## config.mk

```make
export PLATFORM = sky130hd
export DESIGN_NAME = march_response_analyzer_flat
export DESIGN_NICKNAME = d
export VERILOG_FILES = /design/src/rtl/march_response_analyzer_if.sv /design/src/rtl/march_response_analyzer.sv /design/src/flat_wrapper.sv
export SDC_FILE = /design/constraint.sdc
export NUM_CORES = 1
export LEC_CHECK = 0
export CAP_MARGIN = 20
export CORE_ASPECT_RATIO = 1.25
export CORE_MARGIN = 5
export CORE_UTILIZATION = 38
export DETAILED_ROUTE_END_ITERATION = 7
export PLACE_DENSITY = 0.86
export SYNTH_ARGS = -nofsm -noshare
export SYNTH_HDL_FRONTEND = slang
export SYNTH_SLANG_ARGS = --single-unit
export TNS_END_PERCENT = 50
```

## constraint.sdc

```tcl
create_clock -name clk -period 1.73 [get_ports clk]
set_input_delay 0.2595 -clock clk [delete_from_list [all_inputs] [get_ports clk]]
set_output_delay 0.2595 -clock clk [all_outputs]
set_load 0.005 [all_outputs]
```

## src/rtl/march_response_analyzer_if.sv

```systemverilog
// Bus bundle between the March generator side and the response analyzer.
// Carries the generator operation bus, SRAM read data and the analyzer status.
interface march_response_analyzer_if #(
    parameter int unsigned ADDR_WIDTH     = 8,
    parameter int unsigned DATA_WIDTH     = 4,
    parameter int unsigned PATTERN_WIDTH  = 2,
    parameter int unsigned FAIL_CNT_WIDTH = 9
);
    logic                                  cen;
    logic [ADDR_WIDTH+PATTERN_WIDTH:0]     gen_bus;
    logic                                  gen_done;
    logic [DATA_WIDTH-1:0]                 rdata;
    logic                                  busy;
    logic                                  done;
    logic                                  pass;
    logic                                  fail;
    logic [FAIL_CNT_WIDTH-1:0]             fail_count;
    logic [ADDR_WIDTH-1:0]                 first_fail_addr;
    logic [DATA_WIDTH-1:0]                 first_fail_data;
    logic [DATA_WIDTH-1:0]                 first_fail_exp;

    modport master (
        output cen, gen_bus, gen_done, rdata,
        input  busy, done, pass, fail, fail_count,
        input  first_fail_addr, first_fail_data, first_fail_exp
    );

    modport slave (
        input  cen, gen_bus, gen_done, rdata,
        output busy, done, pass, fail, fail_count,
        output first_fail_addr, first_fail_data, first_fail_exp
    );
endinterface

```

## src/rtl/march_response_analyzer.sv

```systemverilog
// March BIST response analyzer: derives the expected word for each read on the
// generator bus, delays it by READ_LATENCY and compares it with SRAM rdata.
// Optional first-failure capture is built only when MARCH_FAIL_LOG_EN is defined.
module march_response_analyzer #(
    parameter int unsigned ADDR_WIDTH     = 8,
    parameter int unsigned DATA_WIDTH     = 4,
    parameter int unsigned PATTERN_WIDTH  = 2,
    parameter int unsigned READ_LATENCY   = 1,
    parameter int unsigned FAIL_CNT_WIDTH = 9
) (
    input logic                     clk,
    input logic                     rst,
    march_response_analyzer_if.slave bus
);
    localparam int unsigned BusWidth = ADDR_WIDTH + PATTERN_WIDTH + 1;

    typedef enum logic [1:0] {StIdle, StRun, StDrain, StDone} state_e;

    state_e state_q, state_d;
    logic [2:0] drain_cnt_q, drain_cnt_d;

    logic                     we;
    logic [31:0]              code_ext;
    logic [DATA_WIDTH-1:0]    exp_word;
    logic [DATA_WIDTH-1:0]    alt;
    logic                     accept;
    logic                     miscompare;

    logic                     pipe_valid_q [READ_LATENCY];
    logic [DATA_WIDTH-1:0]    pipe_exp_q   [READ_LATENCY];

    logic                     fail_q;
    logic [FAIL_CNT_WIDTH-1:0] fail_count_q;

    assign we       = bus.gen_bus[ADDR_WIDTH];
    assign code_ext = 32'(bus.gen_bus[BusWidth-1 -: PATTERN_WIDTH]);

    // Expected word from the pattern code; unknown codes map to all zeros.
    always_comb begin
        alt      = '0;
        exp_word = '0;
        for (int i = 0; i < int'(DATA_WIDTH); i++) begin
            alt[i] = i[0];
        end
        if (code_ext == 32'd1) begin
            exp_word = '1;
        end else if (code_ext == 32'd2) begin
            exp_word = alt;
        end else if (code_ext == 32'd3) begin
            exp_word = ~alt;
        end
    end

    // Reads are only launched before the drain phase starts.
    assign accept = bus.cen && !we && (state_q == StIdle || state_q == StRun);

    assign miscompare = pipe_valid_q[READ_LATENCY-1] &&
                        (bus.rdata != pipe_exp_q[READ_LATENCY-1]);

    // Expected-word pipeline lining up with the SRAM read latency.
    always_ff @(posedge clk or posedge rst) begin
        if (rst) begin
            for (int i = 0; i < int'(READ_LATENCY); i++) begin
                pipe_valid_q[i] <= 1'b0;
                pipe_exp_q[i]   <= '0;
            end
        end else begin
            pipe_valid_q[0] <= accept;
            pipe_exp_q[0]   <= exp_word;
            for (int i = 1; i < int'(READ_LATENCY); i++) begin
                pipe_valid_q[i] <= pipe_valid_q[i-1];
                pipe_exp_q[i]   <= pipe_exp_q[i-1];
            end
        end
    end

    // Sticky fail flag and saturating miscompare counter.
    always_ff @(posedge clk or posedge rst) begin
        if (rst) begin
            fail_q       <= 1'b0;
            fail_count_q <= '0;
        end else if (miscompare) begin
            fail_q <= 1'b1;
            if (fail_count_q != '1) begin
                fail_count_q <= fail_count_q + FAIL_CNT_WIDTH'(1);
            end
        end
    end

`ifdef MARCH_FAIL_LOG_EN
    logic [ADDR_WIDTH-1:0] pipe_addr_q [READ_LATENCY];
    logic [ADDR_WIDTH-1:0] ff_addr_q;
    logic [DATA_WIDTH-1:0] ff_data_q;
    logic [DATA_WIDTH-1:0] ff_exp_q;

    // Address pipeline, only needed for first-failure capture.
    always_ff @(posedge clk or posedge rst) begin
        if (rst) begin
            for (int i = 0; i < int'(READ_LATENCY); i++) begin
                pipe_addr_q[i] <= '0;
            end
        end else begin
            pipe_addr_q[0] <= bus.gen_bus[ADDR_WIDTH-1:0];
            for (int i = 1; i < int'(READ_LATENCY); i++) begin
                pipe_addr_q[i] <= pipe_addr_q[i-1];
            end
        end
    end

    // Capture the first miscompare; gated on the sticky fail flag still clear.
    always_ff @(posedge clk or posedge rst) begin
        if (rst) begin
            ff_addr_q <= '0;
            ff_data_q <= '0;
            ff_exp_q  <= '0;
        end else if (miscompare && !fail_q) begin
            ff_addr_q <= pipe_addr_q[READ_LATENCY-1];
            ff_data_q <= bus.rdata;
            ff_exp_q  <= pipe_exp_q[READ_LATENCY-1];
        end
    end

    assign bus.first_fail_addr = ff_addr_q;
    assign bus.first_fail_data = ff_data_q;
    assign bus.first_fail_exp  = ff_exp_q;
`else
    assign bus.first_fail_addr = '0;
    assign bus.first_fail_data = '0;
    assign bus.first_fail_exp  = '0;
`endif

    // FSM state register.
    always_ff @(posedge clk or posedge rst) begin
        if (rst) begin
            state_q     <= StIdle;
            drain_cnt_q <= '0;
        end else begin
            state_q     <= state_d;
            drain_cnt_q <= drain_cnt_d;
        end
    end

    // Next state: drain holds for READ_LATENCY+1 cycles so the last compare
    // has been registered before done rises.
    always_comb begin
        state_d     = state_q;
        drain_cnt_d = drain_cnt_q;
        unique case (state_q)
            StIdle: begin
                if (bus.gen_done) begin
                    state_d     = StDrain;
                    drain_cnt_d = '0;
                end else if (bus.cen) begin
                    state_d = StRun;
                end
            end
            StRun: begin
                if (bus.gen_done) begin
                    state_d     = StDrain;
                    drain_cnt_d = '0;
                end
            end
            StDrain: begin
                if (drain_cnt_q == 3'(READ_LATENCY)) begin
                    state_d = StDone;
                end else begin
                    drain_cnt_d = drain_cnt_q + 3'd1;
                end
            end
            StDone: state_d = StDone;
            default: state_d = StIdle;
        endcase
    end

    assign bus.busy       = (state_q == StRun) || (state_q == StDrain);
    assign bus.done       = (state_q == StDone);
    assign bus.pass       = (state_q == StDone) && !fail_q;
    assign bus.fail       = fail_q;
    assign bus.fail_count = fail_count_q;
endmodule

```

## src/flat_wrapper.sv

```systemverilog
// flat-port wrapper written by rule: the top's interface ports become plain ports
module march_response_analyzer_flat 
#(
    parameter int unsigned ADDR_WIDTH     = 8,
    parameter int unsigned DATA_WIDTH     = 4,
    parameter int unsigned PATTERN_WIDTH  = 2,
    parameter int unsigned READ_LATENCY   = 1,
    parameter int unsigned FAIL_CNT_WIDTH = 9
)
  (clk, rst, bus_cen, bus_gen_bus, bus_gen_done, bus_rdata, bus_busy, bus_done, bus_pass, bus_fail, bus_fail_count, bus_first_fail_addr, bus_first_fail_data, bus_first_fail_exp);
  march_response_analyzer_if #(.ADDR_WIDTH(ADDR_WIDTH), .DATA_WIDTH(DATA_WIDTH), .PATTERN_WIDTH(PATTERN_WIDTH), .FAIL_CNT_WIDTH(FAIL_CNT_WIDTH)) bus_i ();
  input logic clk;
  input logic rst;
  input wire logic [$bits(bus_i.cen)-1:0] bus_cen;
  input wire logic [$bits(bus_i.gen_bus)-1:0] bus_gen_bus;
  input wire logic [$bits(bus_i.gen_done)-1:0] bus_gen_done;
  input wire logic [$bits(bus_i.rdata)-1:0] bus_rdata;
  output wire logic [$bits(bus_i.busy)-1:0] bus_busy;
  output wire logic [$bits(bus_i.done)-1:0] bus_done;
  output wire logic [$bits(bus_i.pass)-1:0] bus_pass;
  output wire logic [$bits(bus_i.fail)-1:0] bus_fail;
  output wire logic [$bits(bus_i.fail_count)-1:0] bus_fail_count;
  output wire logic [$bits(bus_i.first_fail_addr)-1:0] bus_first_fail_addr;
  output wire logic [$bits(bus_i.first_fail_data)-1:0] bus_first_fail_data;
  output wire logic [$bits(bus_i.first_fail_exp)-1:0] bus_first_fail_exp;
  assign bus_i.cen = bus_cen;
  assign bus_i.gen_bus = bus_gen_bus;
  assign bus_i.gen_done = bus_gen_done;
  assign bus_i.rdata = bus_rdata;
  assign bus_busy = bus_i.busy;
  assign bus_done = bus_i.done;
  assign bus_pass = bus_i.pass;
  assign bus_fail = bus_i.fail;
  assign bus_fail_count = bus_i.fail_count;
  assign bus_first_fail_addr = bus_i.first_fail_addr;
  assign bus_first_fail_data = bus_i.first_fail_data;
  assign bus_first_fail_exp = bus_i.first_fail_exp;
  march_response_analyzer #(.ADDR_WIDTH(ADDR_WIDTH), .DATA_WIDTH(DATA_WIDTH), .PATTERN_WIDTH(PATTERN_WIDTH), .READ_LATENCY(READ_LATENCY), .FAIL_CNT_WIDTH(FAIL_CNT_WIDTH)) u_core (.clk(clk), .rst(rst), .bus(bus_i));
endmodule
```

==> metrics.log <==
[metrics] launching point of the worst reg2reg path: u_core.bus.fail_count[1]
[metrics] residual antenna-violating net count after detailed routing: 0
[metrics] Seq pwr share: 0.456
[metrics] aggregate routed wire length: 2321 µm
[metrics] Final Worst Setup Slack: -0.08178 ns
[metrics] combinational family with the most area after synthesis: simple AND/OR/NAND/NOR gates
[metrics] fill cell count: 256
[metrics] antenna cell count: 0
[metrics] register-to-register path setup slack: -0.08 ns
[metrics] count of input and output buffers: 23
[metrics] DRC Markers: 0
[metrics] WP data arrival: 2.00 ns
[metrics] Worst Setup End Kind: flop
[metrics] share of the synthesized area in compound gates (AO/OA/AOI/OAI): 0.07684
[metrics] result of the run: finished, violations left
[metrics] part of the Yosys area used for sequential elements: 0.4009
[metrics] net switching share of the total power: 0.2942
[metrics] fraction of the mapped netlist area in adder cells: 0.1225
[metrics] global route overflow: 0
[metrics] die height: 70.80 µm
[metrics] class of the worst hold path: in2async
[metrics] routed wire length per instance: 12.15 µm
[metrics] Syn Inst Count: 110
[metrics] drt first-iter violations: 23
[metrics] Placer Congestion: 0.7707
[metrics] count of cells along the worst register-to-register path: 8
[metrics] multiplexer area fraction after synthesis: 0.03898
[metrics] latest clock arrival within the worst-skew pair: 0.29 ns
[metrics] Via Count: 894
[metrics] starting density of the core: 0.3887
[metrics] maximum level of the CTS H-tree: 1
[metrics] internal power: 777.9 µW
[metrics] violated checks: setup timing
[metrics] setup violators final: 2
[metrics] CP Max Fanout: 2
[metrics] layout-stage area growth over the synthesis result: 38.75%
[metrics] setup repair after global routing missed its margin: true
[metrics] clock tree from TritonCTS: built
[metrics] leading cell types in the layout, fill and taps excluded: sky130_fd_sc_hd__clkdlybuf4s50_1, sky130_fd_sc_hd__buf_4, sky130_fd_sc_hd__conb_1, sky130_fd_sc_hd__dfrtp_1, sky130_fd_sc_hd__ha_1
[metrics] count of synthesis-stage warnings from yosys: 0
[metrics] Async SR Flop Fraction: 1.000
[metrics] origin of the worst setup path: u_core.bus.fail_count[1]
[metrics] Fmax: 0.5519 GHz
[metrics] net count of the finished layout: 186
[metrics] I/O Pins: 48
[metrics] std cell rows: 22
[metrics] combined global-route utilization of all metal layers: 0.1144
[metrics] xor-xnor portion of the synthesized cell area: 0.05457
[metrics] Clock transition at path regs: 0.10 ns
[metrics] TritonRoute pass-1 iters: 4
[metrics] Simple-Gate Fraction of Synth Area: 0.1693
[metrics] post-synthesis cell type with the largest combined area: sky130_fd_sc_hd__dfrtp_1
[metrics] Post-synth EDFFs: 0
[metrics] via count normalized by instance count: 4.681
[metrics] Util after Layout: 0.5394
[metrics] top_reg_cell synth: sky130_fd_sc_hd__dfrtp_1
[metrics] total count of hold-check failures in the final report: 0
[metrics] required time reported for the critical path endpoint: 1.92 ns
[metrics] Final Slew Violations: 0
[metrics] proportion of netlist area held by the largest area contributor: 0.4009
[metrics] flip-flop and latch count after synthesis: 18
[metrics] kind of start point of the critical path: flop
[metrics] Die Wd: 58.64 µm
[metrics] half-perimeter wire length of the detailed placement result: 1764 µm
[metrics] Post-Synthesis Cell Area: 1124 µm²
[metrics] vias in the first global route: 908
[metrics] Max Root-Sink Buffers: 2
[metrics] total net switching power: 324.2 µW
[metrics] post-layout power: 1.102 mW
[metrics] portion of total power attributed to the clock network: 0.233
[metrics] number of sinks handled by clock tree synthesis: 18
[metrics] Unique masters post-synth: 30
[metrics] Setup Total Neg Slack: -0.1578 ns
[metrics] per-instance average area after synthesis: 10.21 µm²
[metrics] count of hold-fix buffers inserted at cts: 0
[metrics] critical path start-end classification: reg2reg
[metrics] leading post-synthesis cells by cell area: sky130_fd_sc_hd__dfrtp_1, sky130_fd_sc_hd__ha_1, sky130_fd_sc_hd__buf_4
[metrics] first-pass GRT wire length: 3726 µm
[metrics] share of the clock period used by the worst path after layout: 1.047
[metrics] static leakage: 0.7649 nW
[metrics] combinational share of power: 0.311
[metrics] capturing point of the worst reg2reg path: u_core.bus.fail_count[7]
[metrics] PD cells: 706.9 nW/µm²
[metrics] initial antenna violation count: 0
[metrics] ratio of cells with drive above 1 in the final layout: 0.2774
[metrics] Max Clock Skew: 0.001963 ns
[metrics] Max IR drop VDD: 0.0004589 V
[metrics] core outline area: 2890 µm²
[metrics] Inserted Clock Buffers: 3
[metrics] largest net degree at the start of global routing: 19
[metrics] root buf cell: sky130_fd_sc_hd__clkbuf_4
[metrics] minimum clock period after layout: 1.812 ns
[metrics] Die ar.: 4151 µm²
[metrics] Post-Place Worst Slack: -0.09776 ns
[metrics] number of max-cap violations: 0
[synth_stat cells, drive strengths merged, types with 3 or more instances]
cell type / instances
a21oi: 3
buf: 16
dfrtp: 18
ha: 11
inv: 8
mux2: 3
nand2: 6
nand4: 3
nor2: 4
nor2b: 3
nor3: 5
xnor2: 7
[worst max-delay path by stage]
| stage | endpoint | slack [ns] | cells after the start |
|---|---|---|---|
| floorplan | u_core.bus.fail_count[7] | -0.08 | 8 |
| global placement | u_core.bus.fail_count[7] | -0.07 | 8 |
| detailed placement | u_core.bus.fail_count[5] | -0.1 | 8 |
| CTS | bus_pass | -0.1 | 3 |
| global route | u_core.bus.fail_count[7] | -0.18 | 8 |
| finish | u_core.bus.fail_count[7] | -0.08 | 8 |
[power by group through the flow]
stage / clock network [mW] / logic, mW / registers (mW)
after floorplan: 0 / 0.211 / 0.500
after global routing: 0.274 / 0.382 / 0.509
after detailed placement: 0 / 0.301 / 0.507
after CTS: 0.261 / 0.318 / 0.504
after global placement: 0 / 0.283 / 0.503
final: 0.257 / 0.343 / 0.502
[sequential cells by signal (all words and copies together), names as in the netlist]
| signal | count |
|---|---|
| u_core.bus.fail_count | 9 |
| u_core.drain_cnt_q | 3 |
| u_core.pipe_exp_q | 2 |
| u_core.state_q | 2 |
| u_core.bus.fail | 1 |
| u_core.pipe_valid_q | 1 |
[through the flow]
step	instance area (µm²)	hold slack, ns	cells
final	1559	0.2663	191
after global routing	1559	0.3211	191
after CTS	1515	0.2772	188
after detailed placement	1438	0.4860	181
after global placement	1438	0.4728	181
after floorplan	1185	0.1981	125
[layer usage]
metal / up-vias / GRT usage / share of wire
li1: 433 / - / -
met1: 428 / 0.1236 / 0.36
met2: 29 / 0.2075 / 0.56
met3: 4 / 0.01642 / 0.058
met4: 0 / 0.06297 / 0.016
met5: - / 0 / 0
[cells by family (layout without fill, tap and decap cells)]
group           count (synthesis)  after routing
simple gates                   33             33
buf+inv                        24             54
flops                          18             18
compound gates                 12             12
fa+ha+maj                      11             11
xor+xnor                        7              7
mux                             4              4
other cells                     1             16
[repair_timing]
action	4_1_cts	5_1_grt
resized for setup	7	10
buffers inserted	3	3
pin swaps	0	3
endpoints found under the hold margin	0	0
endpoints found under the setup margin	5	10
[layout make-up]
class	count	area, µm²	share of cell area
multi-input cells	83	613.1	0.3933
inverters	8	32.53	0.02087
flip-flops and latches	18	452.9	0.2905
well taps	36	45.04	0.02889
repair buffers	42	379.1	0.2432
clock buffers	4	36.28	0.02327
[critical path: stages (launching register included)]
cell and delay [ns]:
sky130_fd_sc_hd__dfrtp_1 0.40, sky130_fd_sc_hd__ha_2 0.20, sky130_fd_sc_hd__nand3_2 0.06, sky130_fd_sc_hd__nor2_2 0.04
sky130_fd_sc_hd__ha_2 0.17, sky130_fd_sc_hd__and4b_1 0.25, sky130_fd_sc_hd__nand2_1 0.07, sky130_fd_sc_hd__or3b_1 0.38
sky130_fd_sc_hd__xnor2_1 0.13
No activity file was read; power rests on OpenSTA's default activity.
